<file path="config.mk">
export PLATFORM = sky130hd
export DESIGN_NAME = square_root_flat
export DESIGN_NICKNAME = d
export VERILOG_FILES = /design/src/rtl/square_root_if.sv /design/src/rtl/square_root.sv /design/src/flat_wrapper.sv
export SDC_FILE = /design/constraint.sdc
export NUM_CORES = 1
export LEC_CHECK = 0
export BUFFER_PORTS_ARGS = -buffer_cell sky130_fd_sc_hd__buf_2
export CAP_MARGIN = 20
export CELL_PAD_IN_SITES_DETAIL_PLACEMENT = 1
export CELL_PAD_IN_SITES_GLOBAL_PLACEMENT = 2
export CORE_ASPECT_RATIO = 0.5
export CORE_UTILIZATION = 35
export CTS_CLUSTER_SIZE = 30
export DETAILED_ROUTE_END_ITERATION = 12
export MAX_ROUTING_LAYER = met4
export PLACE_DENSITY = 0.88
export SLEW_MARGIN = 15
export SYNTH_ARGS = -nofsm -noshare
export SYNTH_HDL_FRONTEND = slang
export SYNTH_SLANG_ARGS = --single-unit
</file>
<file path="constraint.sdc">
create_clock -name clk -period 2.41 [get_ports clk]
set_input_delay 0.482 -clock clk [delete_from_list [all_inputs] [get_ports clk]]
set_output_delay 0.482 -clock clk [all_outputs]
set_load 0.01 [all_outputs]
</file>
<file path="src/rtl/square_root_if.sv">
// Handshake/result bundle for the sequential square-root unit.
// The master drives start/A; the slave returns Q, busy and done.
interface square_root_if #(
  parameter int IN_W   = 12,
  parameter int FRAC_W = 6
);
  localparam int Q_W = IN_W/2 + FRAC_W;

  // Handshake: start is only honoured while busy is low. The accepting edge
  // latches A. busy stays high for the whole computation. done pulses for
  // exactly one cycle when Q is updated. done and busy are never high together.
  logic            start;
  logic [IN_W-1:0] A;
  logic [Q_W-1:0]  Q;
  logic            busy;
  logic            done;

  modport master (output start, A, input Q, busy, done);
  modport slave  (input start, A, output Q, busy, done);
endinterface

</file>
<file path="src/rtl/square_root.sv">
// Sequential fixed-point square root, Q = floor(sqrt(A * 2^(2*FRAC_W))), one root bit per clock.
// Optional macro SQRT_ROUND_EN rounds the result to nearest (saturating) instead of truncating.
module square_root #(
  parameter int IN_W   = 12,
  parameter int FRAC_W = 6
) (
  input  logic         clk,
  input  logic         rst_,
  square_root_if.slave bus,
  output logic         state_dbg
);
  localparam int Q_W   = IN_W/2 + FRAC_W;
  localparam int X_W   = 2*Q_W;
  localparam int CNT_W = (Q_W > 1) ? $clog2(Q_W) : 1;

  typedef enum logic {IDLE = 1'b0, RUN = 1'b1} state_t;

  state_t         state;
  logic [X_W-1:0] x;
  logic [Q_W-1:0] root;
  logic [Q_W+1:0] rem;
  logic [CNT_W-1:0] cnt;

  logic [Q_W+1:0] rem_shift;
  logic [Q_W+1:0] trial;
  logic [Q_W+1:0] rem_sub;
  logic           fit;
  logic [Q_W-1:0] root_next;
  logic [Q_W+1:0] rem_next;
  logic [Q_W-1:0] q_final;

  // The top two remainder bits are zero before every non-final step; folding
  // them into the compare keeps the arithmetic correct for the full register.
  always_comb begin
    rem_shift = {rem[Q_W-1:0], x[X_W-1 -: 2]};
    trial     = {root, 2'b01};
    rem_sub   = rem_shift - trial;
    fit       = (rem[Q_W+1:Q_W] != 2'b00) || (rem_shift >= trial);
    root_next = {root[Q_W-2:0], fit};
    rem_next  = fit ? rem_sub : rem_shift;
  end

`ifdef SQRT_ROUND_EN
  always_comb begin
    q_final = root_next;
    if ((rem_next > {2'b00, root_next}) && (root_next != {Q_W{1'b1}}))
      q_final = root_next + {{(Q_W-1){1'b0}}, 1'b1};
  end
`else
  always_comb begin
    q_final = root_next;
  end
`endif

  always_ff @(posedge clk) begin
    if (rst_) begin
      state    <= IDLE;
      x        <= '0;
      root     <= '0;
      rem      <= '0;
      cnt      <= '0;
      bus.Q    <= '0;
      bus.busy <= 1'b0;
      bus.done <= 1'b0;
    end else begin
      bus.done <= 1'b0;
      case (state)
        IDLE: begin
          if (bus.start) begin
            x        <= {bus.A, {(2*FRAC_W){1'b0}}};
            root     <= '0;
            rem      <= '0;
            cnt      <= CNT_W'(Q_W-1);
            bus.busy <= 1'b1;
            state    <= RUN;
          end
        end
        RUN: begin
          x    <= {x[X_W-3:0], 2'b00};
          root <= root_next;
          rem  <= rem_next;
          cnt  <= cnt - 1'b1;
          if (cnt == '0) begin
            bus.Q    <= q_final;
            bus.done <= 1'b1;
            bus.busy <= 1'b0;
            state    <= IDLE;
          end
        end
        default: state <= IDLE;
      endcase
    end
  end

  assign state_dbg = (state == RUN);
endmodule

</file>
<file path="src/flat_wrapper.sv">
// flat-port wrapper written by rule: the top's interface ports become plain ports
module square_root_flat 
#(
  parameter int IN_W   = 12,
  parameter int FRAC_W = 6
)
  (clk, rst_, state_dbg, bus_start, bus_A, bus_Q, bus_busy, bus_done);
  square_root_if #(.IN_W(IN_W), .FRAC_W(FRAC_W)) bus_i ();
  input  logic clk;
  input  logic rst_;
  output logic state_dbg;
  input wire logic [$bits(bus_i.start)-1:0] bus_start;
  input wire logic [$bits(bus_i.A)-1:0] bus_A;
  output wire logic [$bits(bus_i.Q)-1:0] bus_Q;
  output wire logic [$bits(bus_i.busy)-1:0] bus_busy;
  output wire logic [$bits(bus_i.done)-1:0] bus_done;
  assign bus_i.start = bus_start;
  assign bus_i.A = bus_A;
  assign bus_Q = bus_i.Q;
  assign bus_busy = bus_i.busy;
  assign bus_done = bus_i.done;
  square_root #(.IN_W(IN_W), .FRAC_W(FRAC_W)) u_core (.clk(clk), .rst_(rst_), .bus(bus_i), .state_dbg(state_dbg));
endmodule
</file>
# Word-level counts from Yosys, hierarchy flattened
# Cells that the tools add are included.
# op_classes
n_addsub	2
multipliers	0
n_div	0
order_cmp	1
eq_ne	2
n_shift	0
muxes	16
bitwise_logic	1
reduce_logical	6
# ops
operator	n
$pmux 24 s2	1
$mux 14	2
$pmux 14 s2	1
$mux 24	1
$pmux 12 s2	1
$ge 14x14->1	1
$sub 14x14->14	1
$mux 12	1
$pmux 4 s2	1
$mux 1	5
$logic_not 4->1	1
$mux 4	1
$ne 2x2->1 const B	2
$pmux 1 s2	2
$reduce_and 2->1	2
$sub 4x1->4 const B	1
$reduce_bool 2->1	1
$reduce_or 2->1	1
$logic_or 1x1->1	1
$not 1->1	1
# totals
register_bits	69
latch_bits	0
ramBits	0
mem_bits_ro	0
input_bits	15
out_inout_bits	15
memories	0

# Depth between registers and ports, before layout
# Gate-level depths: netlist of the first run.
# depth
ltp_word	4
depth_mapped	10

# Worst setup path before layout of the first run
# Ideal clock, no wire load.
# synth_timing
path_kind	reg-to-reg
startpoint	reg u_core.root[9]
endpoint	reg u_core.rem[1]
setup_ns	0.117
t_arrival_ns	2.056
required_time_ns	2.293
path_slack_ns	0.237
stages_incl_launch_ff	10
path_buffers	1
cell_sequence	dfxtp_1 inv_1 ha_1 buf_6 a21o_1 a21o_1 a221oi_4 nand3_4 mux2i_1 a22o_1
# synth_via
elab_chain_len	4
# synth_lines
item	line	source
from (decl)	square_root.sv:20	logic [Q_W-1:0] root;
from (signal assigned)	square_root.sv:80	root <= root_next;
$ge 14x14->1	square_root.sv:38	fit = (rem[Q_W+1:Q_W] != 2'b00) || (rem_shift >= trial);
$logic_or 1x1->1	square_root.sv:38	
$mux 14	square_root.sv:40	rem_next = fit ? rem_sub : rem_shift;
$pmux 14 s2	square_root.sv:67	case (state)
to (signal assigned)	square_root.sv:81	rem <= rem_next;
to (decl)	square_root.sv:21	logic [Q_W+1:0] rem;
# No other way between the ends.
# A chain may end at the register's enable or synchronous reset.

# Final worst setup path of the first run
# layout_timing
startpoint	reg u_core.root[5]
endpoint	reg u_core.rem[12]
# layout_via
elab_chain_len	4
word_cells_on_any_way	5
classes_between	1 x add/sub; 1 x order compare; 2 x mux; 1 x reduce/logical
# layout_lines
item	line
$ge 14x14->1	square_root.sv:38
$logic_or 1x1->1	square_root.sv:38
$mux 14 (*)	square_root.sv:40
$pmux 14 s2 (*)	square_root.sv:67
# Every way passes the cells marked *; elsewhere a longest branch is shown, timed or not.

==> results by group, run 1 <==
Clock tree
  – CTS buffer count: 9
  – Root buffer cell: clkbuf_16
  – Clock-pin slew on the worst setup and hold paths: 0.05 ns
  – Later-pin clock latency in the skew report: 0.33 ns
  – Number of buffers added to fix hold violations after cts: 0
  – Longest Clk Path Bufs: 2
  – Clock tree from TritonCTS: done
  – Clock sinks: 57
  – Max H-tree Level: 3

STA
  – Maximum clock skew at final layout: 0.00750 ns
  – Final period demand of the worst path: 2.30 ns
  – Final hold violation count: 0
  – Setup TNS Final: 0 ns
  – Worst-Margin Slew: 0.618 ns
  – Setup violators final: 0
  – Final cycle utilization of the critical path: 0.956
  – Slew margin rel.: 0.588
  – Setup repair after global routing missed its margin: no
  – Max-slew violations: 0
  – Maximum frequency from static timing analysis: 434 MHz
  – Worst hold slack after final layout: 0.441 ns

GRT
  – Global-route wire length before repair: 13500 µm
  – GRT Residual Overflow: 0
  – Global-route usage over all layers: 0.209
  – Antenna violations before repair: 0
  – Largest net degree at the start of global routing: 36
  – Via count of the first global-routing pass: 2637

Worst setup path
  – Data arrival time of the worst path: 2.51 ns
  – Element type at the critical path start: flip-flop
  – Startpoint of the lowest-slack register-to-register path: u_core.root[5]$_SDFFE_PP0P_
  – Required time worst endpoint: 2.61 ns
  – FF-to-FF path depth: 8
  – Launching element of the worst setup path: u_core.root[5]$_SDFFE_PP0P_
  – FF-to-FF setup slack: 0.11 ns
  – Worst reg2reg path endpoint: u_core.rem[12]$_SDFFE_PP0P_
  – Crit. End Element: flip-flop
  – Start-to-end type of the worst setup path: reg -> reg
  – Biggest fanout along the worst timing path: 7

Routing
  – Via Count: 2663
  – Initial DRC Count: 158
  – 1st-pass router iterations: 4
  – Via count normalized by instance count: 5.19
  – Post-detailed-route DRC marker count: 0
  – Wire per inst: 16.1 µm
  – DRT antenna net count: 0
  – Total wire length: 8260 µm

Logic synthesis
  – Proportion of synthesized flip-flops having asynchronous set or reset: 0
  – Number of enable flip-flop cells after synthesis: 0
  – Multiplexer share of the synthesized area: 0.0711
  – Fraction of synthesized cell area taken by the top area cell type: 0.386
  – Post-synth top flop: dfxtp_1
  – Distinct cells, synth: 41
  – Adder-Cell Fraction of Synth Area: 0.0677
  – Net Count, Synth: 396
  – Most area-hungry cell type in the Yosys netlist: dfxtp_1
  – Basic-gate share of the synthesized area counting and, or, nand and nor cells: 0.195
  – Mapped Area: 0.00296 mm²
  – Post-synthesis share of cell area spent on xor and xnor gates: 0.0356
  – Post-synthesis cell count: 365
  – Flip-flop and latch count after synthesis: 57
  – Dominant combinational cell family by area after synthesis: simple AND/OR/NAND/NOR gates
  – Mean Syn Cell Area: 8.10 µm²
  – Warning count from the yosys run: 0
  – Post-synthesis compound-gate area fraction: 0.188
  – Leading cell types by total area after synthesis: dfxtp_1 39%, a21oi_1 7.6%, mux2i_1 7.1%
  – Sequential cell area fraction in the yosys report: 0.386

Floorplanning
  – Die span in x: 132 µm
  – Total I/O pin count: 30
  – Overall die area: 0.00884 mm²
  – Area of the core: 0.00809 mm²
  – Starting Density: 0.365
  – Die Ht: 67.0 µm
  – Std cell rows: 23

Power and ir drop
  – Worst IR Drop VDD: 0.000409 V
  – Power density over the cells: 1400 mW/mm²
  – Pleak: 0.00151 µW
  – Power consumption: 4970 µW

Placement
  – Final HPWL DP: 6020 µm
  – Routability congestion estimate: 0.864
  – Number of buffer cells added on primary ports: 29

Job
  – MaxCap Viol Count: 0

Hold path
  – Hold-critical path depth: 2
  – Hold worst-path end: u_core.bus.Q[0]$_SDFFE_PP0P_
  – Startpoint of the tightest hold check path: rst_
  – Hold/Removal Path Class: in -> reg

Final layout
  – Area Overhead vs Synth: 20.1%
  – Layout cells sized above 1: 0.157
  – Number of nets in the finished design: 427
  – Antenna diode instance count: 0

Status
  – Status: completed
==> cell usage in the layout, fill, tap and decap left out, types with 2 or more instances in the layout <==
cell type / synthesis / layout
dfxtp_1: 57 / 56
nor2_1: 48 / 48
a21oi_1: 45 / 45
nand2_1: 36 / 36
buf_2: 1 / 29
nor3_1: 24 / 24
mux2i_1: 21 / 21
inv_1: 19 / 19
o21ai_0: 17 / 16
ha_1: 16 / 16
buf_4: 0 / 12
xnor2_1: 10 / 10
clkbuf_16: 0 / 9
nand2b_1: 6 / 6
a21o_1: 5 / 5
a32oi_1: 5 / 5
a211oi_1: 4 / 4
nand4_1: 3 / 3
nand3_1: 3 / 3
o21bai_1: 2 / 2
and3_1: 2 / 2
a22o_1: 2 / 2
nor2b_1: 2 / 2
xor2_1: 2 / 2
clkbuf_8: 0 / 2
==> sequential cells by signal (all words and copies together) (netlist names) <==
name,count
u_core.x,12
u_core.bus.Q,12
u_core.rem,14
u_core.state_dbg,1
u_core.cnt,4
u_core.bus.busy,1
u_core.bus.done,1
u_core.root,12
==> cells in the mapped netlist, types with 4 or more instances <==
cell type  number
dfxtp_1        57
clkbuf_1       15
a211oi_1        4
o21ai_0        17
xnor2_1        10
nor3_1         24
a21oi_1        45
nor2_1         48
nand2_1        36
ha_1           16
mux2i_1        21
nand2b_1        6
a21o_1          5
a32oi_1         5
inv_1          19
==> routing by layer <==
metal / GRT usage / routed length, µm / share of wire
met1: 0.252 / 4100 / 0.50
met2: 0.339 / 3810 / 0.46
met3: 0.0662 / 307 / 0.037
met4: 0.0610 / 46 / 0.0056
met5: - / 0 / 0
==> worst max-delay path by stage <==
stage	to	slack [ns]	depth (start not counted)
floorplan	u_core.rem[1]$_SDFFE_PP0P_	0.24	9
global placement	u_core.rem[0]$_SDFFE_PP0P_	0.22	8
detailed placement	u_core.rem[12]$_SDFFE_PP0P_	0.14	8
CTS	u_core.rem[12]$_SDFFE_PP0P_	0.06	8
global route	u_core.rem[12]$_SDFFE_PP0P_	0.009	8
finish	u_core.rem[12]$_SDFFE_PP0P_	0.11	8
==> stage by stage <==
stage                     std cells  setup WS, ns   util  cell area [µm²]
final                           513         0.107  0.439             3550
after global routing            513       0.00929  0.439             3550
after CTS                       513        0.0646  0.438             3540
after detailed placement        497         0.139  0.400             3240
after global placement          497         0.219  0.400             3240
after floorplan                 365         0.237      -             2960
==> report_power, final <==
group / total, µW / switching [µW] / internal, µW
Clock: 1290 / 437 / 855
Sequential: 1170 / 105 / 1060
Combinational: 2510 / 1420 / 1090
==> repair_timing <==
| action | in CTS | in global routing |
|---|---|---|
| endpoints found under the setup margin | 0 | 8 |
| setup buffers | 0 | 0 |
| resized for setup | 0 | 2 |
==> layout make-up <==
| type | count | area, µm² |
|---|---|---|
| timing repair buffer | 41 | 235 |
| fill | 945 | 4540 |
| clock buffer | 12 | 256 |
| clock inverter | 4 | 51.3 |
| sequential | 57 | 1140 |
| inverter | 19 | 71.3 |
| multi-input combinational | 268 | 1650 |
| tap | 112 | 140 |
==> critical path: stages, from the launching register on <==
cell and delay, ns:
dfxtp_1 0.36, inv_1 0.11, ha_1 0.39, a21oi_1 0.09, o21ai_0 0.33, nand2b_1 0.21, and3_1 0.31, a32oi_1 0.26
o21ai_0 0.12
==> cells by family (layout without fill, tap and decap cells) <==
kind of cell	count (synthesis)	after routing
multiplexers	21	21
AND/OR/NAND/NOR	129	129
XOR/XNOR	12	12
flip-flops	57	57
buffers and inverters	40	76
adder cells (fa/ha/maj)	16	16
AO/OA/AOI/OAI	90	90
No activity file was read; power rests on OpenSTA's default activity.
==> inputs of run 2 (changes only) <==
--- a/config.mk
+++ b/config.mk
@@ -9,7 +9,7 @@
 export CAP_MARGIN = 20
 export CELL_PAD_IN_SITES_DETAIL_PLACEMENT = 1
 export CELL_PAD_IN_SITES_GLOBAL_PLACEMENT = 2
-export CORE_ASPECT_RATIO = 0.5
+export CORE_ASPECT_RATIO = 1.4
 export CORE_UTILIZATION = 35
 export CTS_CLUSTER_SIZE = 30
 export DETAILED_ROUTE_END_ITERATION = 12
==> run 2 against run 1 <==
Clock power barely moved. Largest cell class unchanged. Final cell count fell by 2.7%. Register-to-register slack improved by 0.11 ns.
==> results by group, run 2 (synthesis gave the netlist of run 1 again) <==
Status
  – Status: completed

Final layout
  – Reg with most FFs: u_core.rem
  – Layout cells sized above 1: 0.151 (-0.00597)
  – Antenna diode instance count: 0 (unchanged)
  – Top library cells by usage in the layout, fill and taps aside: 56 x dfxtp_1, 48 x nor2_1, 45 x a21oi_1
  – Flip-flop count of the largest register after layout: 14 (unchanged)
  – Area Overhead vs Synth: 18.3%
  – Commonest non-fill, non-tap cell in the layout: dfxtp_1
  – Number of nets in the finished design: 423 (-0.94%)
  – Final-layout fill cell count: 1017 (+7.6%)

Power and ir drop
  – Worst IR Drop VDD: 0.000675 V (+65%)
  – Sw Pwr: 1960 µW (about the same)
  – Pleak: 0.00148 µW (-1.8%)
  – Comb pwr share: 0.510 (+0.005)
  – Fraction of power spent switching nets: 0.397 (+0.00251)
  – Sequential fraction of design power: 0.236 (about the same)
  – Portion of total power attributed to the clock network: 0.255 (-0.005)
  – Internal Dissipation: 2980 µW (-0.99%)
  – Power consumption: 4940 µW (-0.58%)
  – Power density over the cells: 1410 mW/mm² (+0.88%)

Floorplanning
  – Die Ht: 111 µm (+65%)
  – Starting Density: 0.361 (-0.00496)
  – Std cell rows: 39 (+70%)
  – Total I/O pin count: 30 (unchanged)
  – Overall die area: 0.00882 mm² (-0.19%)
  – Die span in x: 79.7 µm (-40%)
  – Area of the core: 0.00820 mm² (+1.4%)

Worst setup path
  – Buffer and inverter count on the worst path: 2 (+1)
  – Family with the most delay on the worst path: simple AND/OR/NAND/NOR gates
  – Data arrival time of the worst path: 2.41 ns (-0.10 ns)
  – Biggest fanout along the worst timing path: 7 (unchanged)
  – Start-to-end type of the worst setup path: reg -> reg
  – Worst-path cell chain: inv_1 -> ha_1 -> buf_4 -> nand4_1 -> nor2_1 -> o21ai_1 -> and3_2 -> a32oi_1 -> o21ai_0
  – Largest stage delay, worst path: 0.35 ns (-0.04 ns)
  – Element type at the critical path start: flip-flop
  – Worst path slowest cell: dfxtp_1
  – Required time worst endpoint: 2.62 ns (about the same)
  – Crit. End Element: flip-flop

Clock tree
  – Clock sinks: 57 (unchanged)
  – Longest Clk Path Bufs: 2 (unchanged)
  – Clock tree from TritonCTS: done
  – CTS buffer count: 9 (unchanged)
  – Root buffer cell: clkbuf_16
  – Clock-pin slew on the worst setup and hold paths: 0.05 ns (about the same)
  – Max H-tree Level: 3 (unchanged)
  – Later-pin clock latency in the skew report: 0.33 ns (about the same)
  – Number of buffers added to fix hold violations after cts: 0 (unchanged)

Hold path
  – Hold/Removal Path Class: in -> reg

Routing
  – Via Count: 2645 (-0.68%)
  – Initial DRC Count: 116 (-27%)
  – 1st-pass router iterations: 4 (unchanged)
  – DRT antenna net count: 0 (unchanged)
  – Wire per inst: 15.3 µm (-4.7%)
  – Via count normalized by instance count: 5.30 (+2.1%)
  – Total wire length: 7650 µm (-7.3%)
  – Post-detailed-route DRC marker count: 0 (unchanged)

STA
  – Slew margin rel.: 0.528 (-0.0603)
  – Maximum frequency from static timing analysis: 456 MHz (+4.9%)
  – Final cycle utilization of the critical path: 0.911 (-0.0449)
  – Setup TNS Final: 0 ns (unchanged)
  – Maximum clock skew at final layout: 0.00517 ns (-0.00233 ns)
  – Setup repair after global routing missed its margin: no
  – Final hold violation count: 0 (unchanged)
  – Worst hold slack after final layout: 0.451 ns (+0.00983 ns)
  – Max-slew violations: 0 (unchanged)
  – Worst-Margin Slew: 0.706 ns (+0.0879 ns)
  – Final period demand of the worst path: 2.19 ns (-0.108 ns)
  – Setup violators final: 0 (unchanged)

GRT
  – Global-route wire length before repair: 13100 µm (-3.2%)
  – Global Route met1 Usage: 0.216 (-0.0367)
  – Global-route layer with the greatest usage: met2
  – Met3 track utilization from global routing: 0.0370 (-0.0292)
  – Global-route track usage on met2: 0.333 (-0.00595)
  – Antenna violations before repair: 0 (unchanged)
  – Via count of the first global-routing pass: 2744 (+4.1%)
  – GRT Residual Overflow: 0 (unchanged)
  – Global-route usage over all layers: 0.198 (-0.0118)
  – Largest net degree at the start of global routing: 49 (+36%)

Job
  – MaxCap Viol Count: 0 (unchanged)

Placement
  – Number of buffer cells added on primary ports: 29 (unchanged)
  – Routability congestion estimate: 0.828 (-4.2%)
  – Final HPWL DP: 5510 µm (-8.5%)
## run 2: tightest hold or removal path, stage by stage
cell,delay [ns]
buf_2,0.07
mux2i_1,0.06
nor3_1,0.12
## run 2: repair_timing
item,CTS,global route
resized for setup,0,3
setup buffers,0,1
setup endpoints to repair,0,10
## run 2: path summary, 6_finish.rpt
check | from | to | slack [ns] | cells past startpoint
worst min-delay path | bus_A[0] | u_core.x[12]$_SDFFE_PP0P_ | 0.45 | 3
worst max-delay path | u_core.root[9]$_SDFFE_PP0P_ | u_core.rem[12]$_SDFFE_PP0P_ | 0.22 | 9
worst max register to register | u_core.root[9]$_SDFFE_PP0P_ | u_core.rem[12]$_SDFFE_PP0P_ | 0.22 | 9
worst min register to register | u_core.bus.Q[3]$_SDFFE_PP0P_ | u_core.bus.Q[3]$_SDFFE_PP0P_ | 0.45 | 2
## run 2: per-layer routing
metal  vias to the layer above  routed length, µm
met5                         -                  0
met2                        36               3950
met3                        18                170
met1                      1269               3280
met4                         0                253
li1                       1322                  -
## run 2: layout make-up
cell class,count,area [µm²],area share
inverters,19,71.3,0.0204
flip-flops and latches,57,1140,0.327
well taps,102,128,0.0365
repair buffers,37,205,0.0587
multi-input cells,268,1650,0.473
clock inverters,5,55.1,0.0157
clock buffers,11,243,0.0694
## run 2: power by group through the flow
stage	Combinational, µW	Sequential, µW	Clock (µW)
finish	2520	1160	1260
global route	2800	1180	1330
CTS	2490	1160	1290
detailed placement	2460	1180	0
global placement	2370	1180	0
floorplan	2020	1150	0
## run 2: metrics by stage
| step | worst slack [ns] | std cells | utilization | area, µm² |
|---|---|---|---|---|
| after detailed placement | 0.0994 | 482 | 0.389 | 3190 |
| after floorplan | 0.237 | 365 | - | 2960 |
| after CTS | 0.0433 | 498 | 0.425 | 3480 |
| final | 0.215 | 499 | 0.427 | 3500 |
| after global placement | 0.137 | 482 | 0.389 | 3190 |
| after global routing | 0.0328 | 499 | 0.427 | 3500 |
==> inputs of run 3 (changes only) <==
--- a/config.mk
+++ b/config.mk
@@ -5,16 +5,18 @@
 export SDC_FILE = /design/constraint.sdc
 export NUM_CORES = 1
 export LEC_CHECK = 0
+export ABC_AREA = 1
 export BUFFER_PORTS_ARGS = -buffer_cell sky130_fd_sc_hd__buf_2
 export CAP_MARGIN = 20
 export CELL_PAD_IN_SITES_DETAIL_PLACEMENT = 1
 export CELL_PAD_IN_SITES_GLOBAL_PLACEMENT = 2
 export CORE_ASPECT_RATIO = 1.4
-export CORE_UTILIZATION = 35
+export CORE_UTILIZATION = 34
 export CTS_CLUSTER_SIZE = 30
 export DETAILED_ROUTE_END_ITERATION = 12
+export GPL_TIMING_DRIVEN = 1
 export MAX_ROUTING_LAYER = met4
-export PLACE_DENSITY = 0.88
+export PLACE_DENSITY = 0.89
 export SLEW_MARGIN = 15
 export SYNTH_ARGS = -nofsm -noshare
 export SYNTH_HDL_FRONTEND = slang
==> run 3 against run 2 <==
Routed wire length grew 26%. Global-route usage grew 0.61 points. Final cell count grew 31%. Critical endpoint is now u_core.rem[8]$_SDFFE_PP0P_. Largest power group unchanged.
==> results by group, run 3 <==
Clock tree
  – CTS buffer count: 9 (unchanged)
  – Post-CTS setup repair buffer count: 0 (unchanged)
  – Max H-tree Level: 3 (unchanged)
  – Number of buffers added to fix hold violations after cts: 0 (unchanged)
  – Longest Clk Path Bufs: 2 (unchanged)
  – Later-pin clock latency in the skew report: 0.33 ns (about the same)
  – Number of gates given a new drive strength after cts: 0 (unchanged)
  – Clock tree from TritonCTS: done
  – Clock sinks: 57 (unchanged)
  – Root buffer cell: clkbuf_16
  – Clock-pin slew on the worst setup and hold paths: 0.05 ns (about the same)

Logic synthesis
  – Sequential cell area fraction in the yosys report: 0.335 (-0.0514)
  – Most area-hungry cell type in the Yosys netlist: dfxtp_1
  – Post-synthesis cell count: 491 (+35%)
  – Net Count, Synth: 522 (+32%)
  – Post-synth top flop: dfxtp_1
  – Leading cell type by number of instances after synthesis: nand2_1
  – Number of enable flip-flop cells after synthesis: 0 (unchanged)
  – Warning count from the yosys run: 0 (unchanged)
  – Flip-flop and latch count after synthesis: 57 (unchanged)
  – Distinct cells, synth: 33 (-20%)
  – Mean Syn Cell Area: 6.94 µm² (-14%)
  – Proportion of synthesized flip-flops having asynchronous set or reset: 0 (unchanged)
  – Most common library cells after synthesis: 129 x nand2_1, 77 x inv_1, 57 x dfxtp_1
  – Mapped Area: 0.00341 mm² (+15%)
  – Leading cell types by total area after synthesis: dfxtp_1 33%, nand2_1 14%, inv_1 8.5%
  – Fraction of synthesized cell area taken by the top area cell type: 0.335 (-0.0514)

Routing
  – DRT antenna net count: 0 (unchanged)
  – 1st-pass router iterations: 4 (unchanged)
  – Total wire length: 9670 µm (+26%)
  – Wire per inst: 14.8 µm (-3.8%)
  – Post-detailed-route DRC marker count: 0 (unchanged)
  – Via count normalized by instance count: 4.88 (-7.9%)
  – Via Count: 3196 (+21%)
  – Initial DRC Count: 106 (-8.6%)

Worst setup path
  – Start-to-end type of the worst setup path: reg -> reg
  – Crit. End Element: flip-flop
  – Required time worst endpoint: 2.67 ns (+0.05 ns)
  – Element type at the critical path start: flip-flop
  – Biggest fanout along the worst timing path: 14 (+7)
  – Data arrival time of the worst path: 2.42 ns (about the same)

GRT
  – Antenna violations before repair: 0 (unchanged)
  – Largest net degree at the start of global routing: 32 (-35%)
  – Via count of the first global-routing pass: 3261 (+19%)
  – GRT Residual Overflow: 0 (unchanged)
  – Global-route wire length before repair: 15900 µm (+21%)
  – Global-route usage over all layers: 0.204 (+0.00613)

Power and ir drop
  – Fraction of power spent switching nets: 0.454 (+0.0571)
  – Sequential fraction of design power: 0.209 (-0.027)
  – Portion of total power attributed to the clock network: 0.259 (+0.004)
  – Worst IR Drop VDD: 0.000518 V (-23%)
  – Power density over the cells: 1360 mW/mm² (-3.5%)
  – Internal Dissipation: 2960 µW (-0.85%)
  – Comb pwr share: 0.532 (+0.022)
  – Sw Pwr: 2460 µW (+25%)
  – Pleak: 0.00186 µW (+25%)

Hold path
  – Hold/Removal Path Class: in -> reg

Floorplanning
  – Std cell rows: 42 (+7.7%)
  – Overall die area: 0.0104 mm² (+18%)
  – Area of the core: 0.00962 mm² (+17%)
  – Die Ht: 120 µm (+8.8%)
  – Total I/O pin count: 30 (unchanged)
  – Die span in x: 86.6 µm (+8.8%)
  – Starting Density: 0.355 (-0.00596)

Final layout
  – Antenna diode instance count: 0 (unchanged)
  – Number of nets in the finished design: 549 (+30%)
  – Final-layout fill cell count: 1265 (+24%)
  – Layout cells sized above 1: 0.185 (+0.0343)
  – Reg with most FFs: u_core.rem
  – Flip-flop count of the largest register after layout: 14 (unchanged)
  – Top library cells by usage in the layout, fill and taps aside: 129 x nand2_1, 77 x inv_1, 57 x dfxtp_1
  – Area Overhead vs Synth: 16.4%
  – Commonest non-fill, non-tap cell in the layout: nand2_1

STA
  – Final cycle utilization of the critical path: 0.896 (-0.0150)
  – Maximum clock skew at final layout: 0.00503 ns (-0.000140 ns)
  – Worst hold slack after final layout: 0.426 ns (-0.0254 ns)
  – Max-slew violations: 0 (unchanged)
  – Maximum frequency from static timing analysis: 463 MHz (+1.7%)
  – Setup violators final: 0 (unchanged)
  – Worst-Margin Slew: 0.611 ns (-0.0941 ns)
  – Setup repair after global routing missed its margin: no
  – Slew margin rel.: 0.592 (+0.0639)
  – Final period demand of the worst path: 2.16 ns (-0.0362 ns)
  – Final hold violation count: 0 (unchanged)
  – Setup TNS Final: 0 ns (unchanged)

Placement
  – Routability congestion estimate: 0.897 (+8.4%)
  – Final HPWL DP: 7390 µm (+34%)
  – Number of buffer cells added on primary ports: 29 (unchanged)

Status
  – Status: completed

Job
  – MaxCap Viol Count: 0 (unchanged)
run 3: cell count changes after synthesis, moves of 19 or more:
cell,delta
mux2i_1,-21
nand2_1,+93
a21oi_1,-19
nor3_1,-21
nand3_1,+36
nor2_1,-22
inv_1,+58
run 3: logic make-up (layout without fill, tap and decap cells):
logic type,after synthesis,in the layout,synth area share
buffers and inverters,96,128,0.126
AO/OA/AOI/OAI,67,67,0.116
flip-flops,57,57,0.335
AND/OR/NAND/NOR,249,249,0.350
XOR/XNOR,6,6,0.0154
adder cells (fa/ha/maj),16,16,0.0587
run 3: routing by layer:
| metal | track usage | vias up | wire length (µm) |
|---|---|---|---|
| li1 | - | 1613 | - |
| met5 | - | - | 0 |
| met4 | 0.0833 | 0 | 280 |
| met1 | 0.214 | 1525 | 4010 |
| met3 | 0.0321 | 18 | 189 |
| met2 | 0.374 | 40 | 5190 |
run 3: worst paths after layout:
| kind | from | endpoint | slack (ns) | cells past startpoint |
|---|---|---|---|---|
| setup / recovery | u_core.root[9]$_SDFFE_PP0P_ | u_core.rem[8]$_SDFFE_PP0P_ | 0.25 | 9 |
| hold / removal | bus_A[0] | u_core.x[12]$_SDFFE_PP0P_ | 0.43 | 3 |
| setup reg to reg | u_core.root[9]$_SDFFE_PP0P_ | u_core.rem[8]$_SDFFE_PP0P_ | 0.25 | 9 |
| hold reg to reg | u_core.x[12]$_SDFFE_PP0P_ | u_core.x[12]$_SDFFE_PP0P_ | 0.46 | 2 |
run 3: power by group through the flow:
stage / logic [µW] / registers, µW / clock network, µW
3_3_place_gp: 2810 / 1150 / 0
4_1_cts: 2900 / 1130 / 1420
2_1_floorplan: 2370 / 1120 / 0
3_5_place_dp: 2860 / 1150 / 0
5_1_grt: 3220 / 1150 / 1470
6_report: 2880 / 1130 / 1400
run 3: cell type report:
class                           instances  area (µm²)  share of cell area
Multi-Input combinational cell        338        1840               0.464
Tap cell                              132         165              0.0416
Clock inverter                          6        90.1              0.0227
Sequential cell                        57        1140               0.287
Timing Repair Buffer                   35         203              0.0511
Inverter                               77         289              0.0728
Clock buffer                           10         239              0.0602
run 3: through the flow:
stage | std cells | utilization | worst slack [ns] | instance area, µm² | power [µW]
floorplan | 491 | - | 0.675 | 3410 | 3490
global placement | 639 | 0.379 | 0.332 | 3640 | 3950
detailed placement | 639 | 0.379 | 0.260 | 3640 | 4020
CTS | 655 | 0.413 | 0.224 | 3970 | 5460
global route | 655 | 0.413 | 0.0893 | 3970 | 5830
finish | 655 | 0.413 | 0.252 | 3970 | 5410
run 3: worst max-delay path, stage by stage, from the launching register on:
cell,delay [ns]
dfxtp_1,0.34
inv_1,0.09
ha_1,0.38
nand2_1,0.12
a21oi_1,0.13
nor3_4,0.44
nand2_4,0.24
nand2_2,0.13
nand3_2,0.08
a21oi_2,0.13
